[config.mk]
export PLATFORM = sky130hd
export DESIGN_NAME = mem_arbiter
export DESIGN_NICKNAME = d
export VERILOG_FILES = /design/src/rtl/mem_arbiter.sv
export SDC_FILE = /design/constraint.sdc
export NUM_CORES = 1
export LEC_CHECK = 0
export CAP_MARGIN = 20
export CORE_AREA = 3 3 287 289
export DETAILED_ROUTE_END_ITERATION = 16
export DIE_AREA = 0 0 290 292
export PLACE_DENSITY_LB_ADDON = 0.25
export SYNTH_ARGS = -nofsm -noshare
export SYNTH_HDL_FRONTEND = slang
export SYNTH_SLANG_ARGS = --single-unit
[constraint.sdc]
create_clock -name clk -period 2.35 [get_ports clk]
set_input_delay 0.3525 -clock clk [delete_from_list [all_inputs] [get_ports clk]]
set_output_delay 0.3525 -clock clk [all_outputs]
set_load 0.01 [all_outputs]
[src/rtl/mem_arbiter.sv]
// N-port cacheline arbiter in front of physical memory: one granted transaction at a time, registered commands.
// Define ARBITER_FIXED_PRIO_EN for lowest-index-wins priority; default build is round-robin.
module mem_arbiter #(
  parameter int NUM_PORTS = 2,
  parameter int s_offset  = 4,
  parameter int size      = (2**s_offset)*8
) (
  input  logic                      clk,
  input  logic                      rst,
  input  logic [NUM_PORTS*32-1:0]   req_address,
  input  logic [NUM_PORTS-1:0]      req_read,
  input  logic [NUM_PORTS-1:0]      req_write,
  input  logic [NUM_PORTS*size-1:0] req_wdata,
  output logic [size-1:0]           req_rdata,
  output logic [NUM_PORTS-1:0]      req_resp,
  input  logic [size-1:0]           pmem_rdata_c,
  input  logic                      pmem_resp_c,
  output logic [31:0]               pmem_address_c,
  output logic                      pmem_read_c,
  output logic                      pmem_write_c,
  output logic [size-1:0]           pmem_wdata_c
);

  localparam int PW = (NUM_PORTS > 1) ? $clog2(NUM_PORTS) : 1;

  typedef enum logic [1:0] {IDLE, BUSY, RESP} state_t;

  state_t                 r_state, w_state_next;
  logic [PW-1:0]          r_grant;
  logic [PW-1:0]          w_winner;
  logic                   w_any;
  logic [NUM_PORTS-1:0]   w_pending;
  logic [31:0]            r_pmem_address;
  logic                   r_pmem_read;
  logic                   r_pmem_write;
  logic [size-1:0]        r_pmem_wdata;
  logic [size-1:0]        r_rdata;
  logic [NUM_PORTS-1:0]   r_resp;

  assign w_pending = req_read | req_write;

`ifdef ARBITER_FIXED_PRIO_EN
  // Scan downward so the lowest pending index is the last one written.
  always_comb begin
    w_winner = '0;
    w_any    = 1'b0;
    for (int i = NUM_PORTS-1; i >= 0; i--) begin
      if (w_pending[PW'(i)]) begin
        w_winner = PW'(i);
        w_any    = 1'b1;
      end
    end
  end
`else
  logic [PW-1:0] r_ptr;
  logic [PW:0]   w_sum;

  // Scan offsets downward from the pointer so the nearest pending port wins.
  always_comb begin
    w_winner = '0;
    w_any    = 1'b0;
    w_sum    = '0;
    for (int off = NUM_PORTS-1; off >= 0; off--) begin
      w_sum = {1'b0, r_ptr} + (PW+1)'(off);
      if (w_sum >= (PW+1)'(NUM_PORTS)) w_sum = w_sum - (PW+1)'(NUM_PORTS);
      if (w_pending[w_sum[PW-1:0]]) begin
        w_winner = w_sum[PW-1:0];
        w_any    = 1'b1;
      end
    end
  end

  always_ff @(posedge clk or negedge rst) begin
    if (!rst) begin
      r_ptr <= '0;
    end else if (r_state == RESP) begin
      r_ptr <= (r_grant == PW'(NUM_PORTS-1)) ? '0 : r_grant + 1'b1;
    end
  end
`endif

  always_ff @(posedge clk or negedge rst) begin
    if (!rst) r_state <= IDLE;
    else      r_state <= w_state_next;
  end

  always_comb begin
    w_state_next = r_state;
    case (r_state)
      IDLE:    if (w_any) w_state_next = BUSY;
      BUSY:    if (pmem_resp_c) w_state_next = RESP;
      RESP:    w_state_next = IDLE;
      default: w_state_next = IDLE;
    endcase
  end

  always_ff @(posedge clk or negedge rst) begin
    if (!rst) begin
      r_grant        <= '0;
      r_pmem_address <= '0;
      r_pmem_read    <= 1'b0;
      r_pmem_write   <= 1'b0;
      r_pmem_wdata   <= '0;
      r_rdata        <= '0;
      r_resp         <= '0;
    end else begin
      case (r_state)
        IDLE: begin
          if (w_any) begin
            r_grant        <= w_winner;
            r_pmem_address <= req_address[w_winner*32 +: 32];
            r_pmem_wdata   <= req_wdata[w_winner*size +: size];
            r_pmem_write   <= req_write[w_winner];
            r_pmem_read    <= ~req_write[w_winner];
          end
        end
        BUSY: begin
          if (pmem_resp_c) begin
            // rdata is only replaced by reads; after a write the old line stays visible.
            if (r_pmem_read) r_rdata <= pmem_rdata_c;
            r_pmem_read    <= 1'b0;
            r_pmem_write   <= 1'b0;
            r_pmem_address <= '0;
            r_pmem_wdata   <= '0;
            r_resp         <= NUM_PORTS'(1) << r_grant;
          end
        end
        default: r_resp <= '0;
      endcase
    end
  end

  assign pmem_address_c = r_pmem_address;
  assign pmem_read_c    = r_pmem_read;
  assign pmem_write_c   = r_pmem_write;
  assign pmem_wdata_c   = r_pmem_wdata;
  assign req_resp       = r_resp;
  assign req_rdata      = (r_state == RESP) ? r_rdata : '0;

endmodule

==> flow_summary.toml <==
[synthesis]
ys_types = 23
yosys-top-cells-area = "dfrtp_1 (53%), mux2_4 (13%), mux2i_1 (11%)"
synthArstFlopShare_pct = 100
netlist_area_mm2 = 0.0140
synth_ff_type = "dfrtp_1"
netlist_instances = 1162
ys_ff_latch = 296
yosysSeqAreaShare_pct = 53.0
yosys.area.top_type = "dfrtp_1"
ys_warn_count = 0
synth_edf_count = 0
netlist.area_leader.share_pct = 53.0
synthTopCellsByCount = "dfrtp_1 (296), o21ai_0 (163), nand3_1 (162)"
synth_area_per_cell_um2 = 12.0
synthMostInstantiatedCell = "dfrtp_1"
synth_fp_nets = 1617

[global_route]
grt_util_all_layers_pct = 14.0
grt_max_degree = 114
grt_overflow = 0
grt_pass1_vias = 13100
antenna_found_initial = 15
grt_pass1_wl_um = 89500

[sta]
setup_viol = 0
fin_tns_setup_ns = 0
fin_crit_ns = 2.25
slew_headroom_pct = 53.5
fin_skew_ns = 0.0101
finalCritPeriodShare_pct = 95.8
tightest_slew_ns = 0.697
drv_slew = 0
hold_violations = 0
fmax_mhz = 444

[drt]
vias_per_cell = 3.93
wl_met3_um = 5060
post_drt_wl_per_cell_um = 20.3
drtIter0Drc = 428
met1_length_um = 23300
firstDrtPassIters = 4
dr_wl_met2_um = 31600
num_vias = 11900
top_layer = "met4"
wl_um = 61400
drtAntennaViolNets = 0
drc = 0

[placed_design]
post-place-cells = 2934
port-buffer-count = 746
place.gp.congestion = 0.798
dp_hpwl_um = 46000

[floorplanning]
dieHeight_um = 292
core_area_mm2 = 0.0802
dieArea_mm2 = 0.0847
chipWidth_um = 290
start_util_pct = 17.4
rows = 104
io_pins = 747

[critical_path]
cp-end-kind = "primary output"
crit_type = "reg -> out"
endpoint = "req_rdata[106]"
crit_fanout = 7
cp.required_ns = 2.00
crit_arrival_ns = 1.90
cp-startpoint = "r_state[1]"
reg2reg_depth = 9
r2r_setup_slack_ns = 0.23
r2r_start = "r_state[1]"
critPathLaunchType = "register"
timing.rr.end = "r_rdata[65]"

[power]
power_density_mw_per_mm2 = 1130
p_leak_nw = 10.9
ir_drop_mv = 0.585

[layout]
finalNetCount = 2389
area_delta_synth_final_pct = 73.5
stdcell_count = 3026
drive_gt1_share_pct = 19.3

[hold_path]
hp-class = "in -> async"

[clocking]
clock_latency_ns = 0.54
cts_buffers = 40
cts.clk_slew.worst_paths_ns = 0.06
cts_tree = "built"
clock_tree.root_cell = "clkbuf_16"
clock_path_buffers = 3
cts.sinks = 296
htree_levels = 2

[outcome]
status = "completed"

[job]
max-cap-violations = 0
[state kept, by name (all words and copies together), names as in the netlist]
register,flops
pmem_wdata_c,128
r_rdata,128
pmem_address_c,32
r_state,2
req_resp,2
pmem_read_c,1
pmem_write_c,1
r_grant,1
r_ptr,1
[cell usage in the layout, fill, tap and decap left out, types with 2 or more instances in the layout]
cell type	instances
dfrtp_1	296
clkinv_2	4
mux2_4	120
clkdlybuf4s15_1	15
nand3_1	162
buf_4	47
buf_16	4
clkdlybuf4s50_1	617
diode_2	7
clkbuf_2	17
mux2i_1	160
mux2_2	9
and2_1	117
buf_8	3
inv_1	2
clkbuf_1	14
a21oi_1	4
nand2b_1	2
buf_12	25
clkbuf_8	7
and2_4	12
buf_6	9
nor2_1	5
nand2_1	3
clkdlybuf4s15_2	15
buf_2	57
o21ai_0	163
dlygate4sd2_1	19
clkbuf_16	42
[worst min path at each step]
stage                        end  depth (start not counted)              start
2_1_floorplan  pmem_address_c[0]                          0                rst
3_3_place_gp    pmem_wdata_c[96]                          1                rst
3_5_place_dp    pmem_wdata_c[96]                          1                rst
4_1_cts              r_rdata[64]                          2                rst
5_1_grt             r_rdata[104]                          2  pmem_rdata_c[104]
6_report        pmem_wdata_c[81]                          2                rst
[final cells by class]
cell class | instances | area (um^2)
fillers | 8296 | 55900
inverters | 3 | 11.3
diodes | 7 | 17.5
clock inverters | 5 | 28.8
multi-input cells | 763 | 6120
flip-flops and latches | 296 | 7410
clock buffers | 62 | 1170
well taps | 1060 | 1330
repair buffers | 830 | 8180
[critical path, stage by stage, from the launching register on]
cell           delay, ns
dfrtp_1             0.38
nor2b_4             0.14
buf_8               0.13
buf_12              0.14
buf_4               0.15
and2_1              0.15
dlygate4sd2_1       0.27
[report_power, final]
group          total (mW)  switching [mW]  internal [mW]
Clock                5.71            2.30           3.41
Combinational        12.7            5.67           7.04
Sequential           8.93            1.37           7.56
Total                27.3            9.34           18.0
[layer usage]
| layer | GRT usage [%] | vias to the layer above |
|---|---|---|
| met3 | 5.04 | 81 |
| met5 | 0 | - |
| li1 | - | 5635 |
| met4 | 3.84 | 0 |
| met1 | 15.5 | 5682 |
| met2 | 25.2 | 497 |
[stage by stage]
| step | hold WS, ns | total power [mW] | utilization, % | cell area [um^2] | setup slack, ns |
|---|---|---|---|---|---|
| after floorplan | 0.0569 | 14.9 | - | 14000 | 0.660 |
| after CTS | 0.366 | 27.9 | 30.3 | 24300 | -0.133 |
| after detailed placement | 0.371 | 21.8 | 28.8 | 23100 | 0.0234 |
| after global routing | 0.382 | 29.2 | 30.3 | 24300 | -0.00106 |
| final | 0.389 | 27.3 | 30.3 | 24300 | 0.0980 |
| after global placement | 0.366 | 21.6 | 28.8 | 23100 | 0.0117 |
[kinds of logic after synthesis]
kind of cell    after synthesis  share of synthesized area (%)
flops                       296                           53.0
mux                         289                           25.1
simple gates                304                           12.0
buf+inv                     103                           3.80
compound gates              170                           6.13
[repair_timing]
action,in CTS,in global routing
endpoints found under the hold margin,43,0
gates resized for setup,360,66
gates cloned,4,2
hold buffers,1,0
endpoints found under the setup margin,128,85
buffers inserted,10,3
Power figures use the tool's default switching activity.
